`config.mk`:
```
export PLATFORM = sky130hd
export DESIGN_NAME = mem_port_arbiter
export DESIGN_NICKNAME = d
export VERILOG_FILES = /design/src/rtl/arb_types.sv /design/src/rtl/mem_port_arbiter.sv
export SDC_FILE = /design/constraint.sdc
export NUM_CORES = 1
export LEC_CHECK = 0
export ABC_AREA = 1
export BUFFER_PORTS_ARGS = -buffer_cell sky130_fd_sc_hd__buf_2
export CORE_UTILIZATION = 30
export DETAILED_ROUTE_END_ITERATION = 12
export GPL_TIMING_DRIVEN = 0
export SLEW_MARGIN = 20
export SYNTH_ARGS = -nofsm -noshare
export SYNTH_HDL_FRONTEND = slang
export SYNTH_SLANG_ARGS = --single-unit
```
`constraint.sdc`:
```
create_clock -name clk -period 2.4 [get_ports clk]
set_clock_uncertainty 0.2 [all_clocks]
set_input_delay 0.36 -clock clk [delete_from_list [all_inputs] [get_ports clk]]
set_output_delay 0.36 -clock clk [all_outputs]
set_load 0.005 [all_outputs]
```
`src/rtl/arb_types.sv`:
```
// Shared types for the memory port arbiter.
package arb_types;

  // Arbiter FSM states.
  typedef enum logic [1:0] {
    IDLE    = 2'd0,
    SERVE_I = 2'd1,
    SERVE_D = 2'd2
  } arb_state_t;

  // Requester identity, used to remember who was granted last.
  typedef enum logic {
    REQ_I = 1'b0,
    REQ_D = 1'b1
  } arb_req_t;

  // On a tie, the requester that was not granted last wins.
  function automatic arb_req_t tie_winner(input arb_req_t last);
    return (last == REQ_I) ? REQ_D : REQ_I;
  endfunction

endpackage

```
`src/rtl/mem_port_arbiter.sv`:
```
// Two-requester round-robin arbiter for the single physical memory port.
module mem_port_arbiter
  import arb_types::*;
#(
  parameter int unsigned ADDR_W = 32,
  parameter int unsigned DATA_W = 32
) (
  input  logic                clk,
  input  logic                rst,
  // instruction fetch port
  input  logic                i_read,
  input  logic [ADDR_W-1:0]   i_address,
  output logic                i_resp,
  output logic [DATA_W-1:0]   i_rdata,
  // load/store port
  input  logic                d_read,
  input  logic                d_write,
  input  logic [ADDR_W-1:0]   d_address,
  input  logic [DATA_W-1:0]   d_wdata,
  input  logic [DATA_W/8-1:0] d_byte_enable,
  output logic                d_resp,
  output logic [DATA_W-1:0]   d_rdata,
  // downstream memory port
  output logic                pmem_read,
  output logic                pmem_write,
  output logic [ADDR_W-1:0]   pmem_address,
  output logic [DATA_W-1:0]   pmem_wdata,
  output logic [DATA_W/8-1:0] pmem_byte_enable,
  input  logic                pmem_resp,
  input  logic [DATA_W-1:0]   pmem_rdata
);

  localparam int unsigned MASK_W = DATA_W / 8;

  arb_state_t state, next_state;
  arb_req_t   last_grant, next_last_grant;
  logic       grant_i, grant_d;
  logic       d_any;

  assign d_any = d_read | d_write;

  // FSM and round-robin bookkeeping register.
  always_ff @(posedge clk) begin
    if (rst) begin
      state      <= IDLE;
      last_grant <= REQ_I;
    end else begin
      state      <= next_state;
      last_grant <= next_last_grant;
    end
  end

  // Next-state and grant decision; requests are only sampled in IDLE.
  always_comb begin
    next_state      = state;
    next_last_grant = last_grant;
    grant_i         = 1'b0;
    grant_d         = 1'b0;
    case (state)
      IDLE: begin
        if (i_read && d_any) begin
          if (tie_winner(last_grant) == REQ_D) grant_d = 1'b1;
          else                                 grant_i = 1'b1;
        end else if (d_any) begin
          grant_d = 1'b1;
        end else if (i_read) begin
          grant_i = 1'b1;
        end
        if (grant_d) begin
          next_state      = SERVE_D;
          next_last_grant = REQ_D;
        end else if (grant_i) begin
          next_state      = SERVE_I;
          next_last_grant = REQ_I;
        end
      end
      SERVE_I, SERVE_D: begin
        if (pmem_resp) next_state = IDLE;
      end
      default: next_state = IDLE;
    endcase
  end

  // Downstream request register: loaded on grant, strobes cleared on completion.
  always_ff @(posedge clk) begin
    if (rst) begin
      pmem_read        <= 1'b0;
      pmem_write       <= 1'b0;
      pmem_address     <= '0;
      pmem_wdata       <= '0;
      pmem_byte_enable <= '0;
    end else if (grant_i) begin
      pmem_read        <= 1'b1;
      pmem_write       <= 1'b0;
      pmem_address     <= i_address;
      pmem_wdata       <= '0;
      pmem_byte_enable <= MASK_W'(0);
    end else if (grant_d) begin
      // a simultaneous read+write request is carried out as a write only
      pmem_read        <= d_read & ~d_write;
      pmem_write       <= d_write;
      pmem_address     <= d_address;
      pmem_wdata       <= d_wdata;
      pmem_byte_enable <= d_byte_enable;
    end else if (pmem_resp && (state != IDLE)) begin
      pmem_read        <= 1'b0;
      pmem_write       <= 1'b0;
    end
  end

  // Completion is steered to the owner in the same cycle; stale responses in IDLE are dropped.
  assign i_resp  = (state == SERVE_I) & pmem_resp;
  assign d_resp  = (state == SERVE_D) & pmem_resp;
  assign i_rdata = pmem_rdata;
  assign d_rdata = pmem_rdata;

endmodule

```
==> results.txt <==
The run finished with clean final reports. The register bit total from synthesis is 73. The area of the mapped netlist is approximately 3900 µm². The total number of vias is about 4,100. The cell count after synthesis came out at around 550. The H-tree depth is 3. The combined global-route utilization of all metal layers came out at between 10% and 20%. The worst path needs between 1.5 and 2 ns of the cycle, external delays included. The total die area is about 13,000 µm².

The reported max-cap violation count is 0. By instance count, the cell type seen most on the critical path is sky130_fd_sc_hd__nand2_1. The die extent in y came out at approximately 120 µm. Of all nets on the critical path, the largest fanout is 10.

With fillers left out, the area of the finished cells amounts to about 5600 µm². Hold repair after CTS inserted 0 buffers. The logic depth of the worst register-to-register path is 11. The worst setup path is captured at a flip-flop. When the netlist entered floorplanning its net count stood at about 690.

The power per unit of standard cell area is 792 nW/µm². The first global-routing pass estimated 16.3 mm of wire. The top-level I/O count came out at 274.

The post-synthesis sequential area ratio is 37.9%. The area of the multi-input gates is roughly 1400 µm². The via count of the first global-routing pass is between 3,000 and 4,000. Once detail routing completed, the nets flagged for antenna violations numbered 0. The instance count after placement with tap cells included is about 960.

The critical-path cell with the highest stage delay is sky130_fd_sc_hd__dfxtp_1. The total overflow left after global routing is 0. The leakage power is 3.22 nW. The maximum number of pins on one net before global-route repair came out at 13. CTS placed an instance of sky130_fd_sc_hd__clkbuf_16 at the clock tree root. The end point of the most critical hold path is pmem_wdata[19]. Measured along the x axis, the die boundary spans between 100 and 150 µm.

Setup violations remaining at the end of the flow were counted as 0. Counting distinct cell types in the post-synthesis netlist gives 22. The number of buffers on the longest clock path came out at 2.

From synthesis to final layout, the design area changed by 44.8%. Post-CTS timing repair inserted 0 buffers for setup. The final hold violation count is 0. The critical path arrival is approximately 1.9 ns. The total length of routed wires came out at roughly 11 mm. The fraction of final layout cells with drive strength greater than 1 is a little over two fifths. The final worst slack came out at slightly below 0.6 ns.

The total area inside the core boundary comes to about 13,000 µm². The top cell types in the final layout, fill and taps aside, are sky130_fd_sc_hd__buf_2 (255), sky130_fd_sc_hd__nand2_1 (149), sky130_fd_sc_hd__inv_1 (76). The worst hold path begins at d_wdata[19].

Averaged over all synthesized cells, the footprint is ~7.0 µm². In this run the critical register-to-register path is launched from state[1]. At the pin with the least slew margin, the transition time is 0.515 ns.

The cell area reported after detailed placement came out at 5270 µm². The worst-case IR drop observed on VDD is between 0.3 and 0.4 mV. The violation count after the first detailed-route iteration is about 190. The final net count is about 940. The number of clock sinks came out at 73.

The worst setup path is launched from a flip-flop. The clock insertion delay at the later pin of the skew report is 0.33 ns. Hold timing on the final database bottoms out at a slack of 0.0626 ns. The number of antenna diodes came out at 0. The worst hold path was traced through 3 stages. The data required time of the worst path came out at ~2.5 ns. The setup TNS after final layout is 0 ns. In this run the core area contains 41 standard-cell rows.

The residual DRC count came out at 0. The max-slew violation count is 0. The Yosys warning count is 0. Traced cell by cell, the critical path runs through inv_1 -> ha_1 -> buf_6 -> nand2_1 -> inv_2 -> nand2_4 -> buf_2 -> nand2_1 -> nand3_1 -> nand2_1 -> inv_1.

The initial core utilization is a little under a third. The worst hold path class is in2reg. The largest stage delay on the critical path came out at around 0.37 ns. The sequential cells in the finished layout cover a total of between 1000 and 1500 µm². The post-placement setup slack is 0.554 ns.

The post-cts resize count came out at 0. The number of port buffers is 240. The estimated wirelength of the detail-placed design is between 8 and 9 mm. The CTS tree is done. The initial antenna violation count is 0. The number of cells in the finished layout apart from fillers is 979.

The first detailed-routing pass ran for 4 iterations. The worst max-slew margin expressed relative to the limit came out at 65.7%. The share of the clock period used by the worst path after layout came out at 75.9%.

The via-per-instance ratio came out at between 4 and 5. Overall power consumption after layout is estimated at around 4.4 mW. The worst setup path is of the reg2reg kind. Clock-pin slew was measured on the worst setup and hold paths at around 0.06 ns.

The setup slack on the worst flop-to-flop path came out at between 0.5 and 0.6 ns. The core occupancy in the finished layout came out at roughly 44%. The leading cell type in the layout, fill and taps excluded is sky130_fd_sc_hd__buf_2.

The number of fill cells came out at around 1,300. The worst register-to-register path ends at pmem_address[15]. Static timing analysis puts the maximum clock frequency at between 0.5 and 0.6 GHz. The detail-routed net length per standard cell is 11.2 µm. The total clock buffers created by CTS is 9.

Setup repair after global routing left no endpoint under its margin. The final estimated routing congestion in global placement came out at 0.777.
[how the worst max path moves through the flow]
stage | from | end | slack, ns
floorplan | state[0] | pmem_address[10] | 0.84
global placement | state[1] | pmem_wdata[18] | 0.57
detailed placement | state[0] | pmem_wdata[21] | 0.55
CTS | state[1] | pmem_wdata[21] | 0.56
global route | state[1] | pmem_address[24] | 0.40
finish | state[1] | pmem_address[15] | 0.58
[registers in the layout (all words and copies together), names as in the netlist]
register          flops
pmem_address         32
pmem_wdata           32
pmem_byte_enable      4
state                 2
last_grant            1
pmem_read             1
pmem_write            1
[cell families (layout without fill, tap and decap cells)]
kind of cell	count (synthesis)	in the layout	synth area share, %
compound gates	73	73	9.80
fa+ha+maj	3	3	0.973
flops	73	73	37.9
simple gates	229	229	25.8
buf+inv	174	429	25.5
[area by class of cell]
class                      count  share of cell area [%]
buffer                        94                    12.2
clock buffer                  10                    4.10
clock inverter                 5                    1.46
inverter                      80                    5.40
multi-input combinational    305                    25.3
sequential                    73                    26.2
tap                          172                    3.85
timing repair buffer         240                    21.5
[power breakdown]
group / internal (mW) / switching [mW]
registers: 1.43 / 0.0982
clock network: 0.905 / 0.526
logic: 0.658 / 0.809
[metal layers]
metal  vias up  global-route usage (%)  routed length [µm]
li1       2152                       -                   -
met1      1807                    20.2                4850
met2       148                    25.4                5260
met3        11                    3.06                 671
met4         0                    7.27                 181
met5         -                       0                   0
[worst max-delay path: cells and delay by family (launching register included)]
kind / cells / cell delay (ns)
buf+inv: 5 / 0.58
simple gates: 5 / 0.43
flops: 1 / 0.37
fa+ha+maj: 1 / 0.19
[synth_stat cells]
cell                       instances  area, µm²
sky130_fd_sc_hd__nand3b_1          1       7.51
sky130_fd_sc_hd__buf_6             9        101
sky130_fd_sc_hd__nor2_2            1       6.26
sky130_fd_sc_hd__nand3_1          67        335
sky130_fd_sc_hd__buf_4            65        488
sky130_fd_sc_hd__inv_1            76        285
sky130_fd_sc_hd__buf_2            15       75.1
sky130_fd_sc_hd__nand3_4           1       17.5
sky130_fd_sc_hd__clkinv_2          1       5.00
sky130_fd_sc_hd__a21oi_1          70        350
sky130_fd_sc_hd__o21ai_4           1       16.3
sky130_fd_sc_hd__o21ai_0           1       5.00
sky130_fd_sc_hd__nor2_1            3       11.3
sky130_fd_sc_hd__inv_2             3       11.3
sky130_fd_sc_hd__nand4_1           2       12.5
sky130_fd_sc_hd__nand2_1         149        559
sky130_fd_sc_hd__clkbuf_1          5       18.8
sky130_fd_sc_hd__o22ai_1           1       6.26
sky130_fd_sc_hd__nand2_4           3       33.8
sky130_fd_sc_hd__dfxtp_1          73       1460
sky130_fd_sc_hd__ha_1              3       37.5
sky130_fd_sc_hd__nand2_2           2       12.5
No activity file was read; power rests on OpenSTA's default activity.
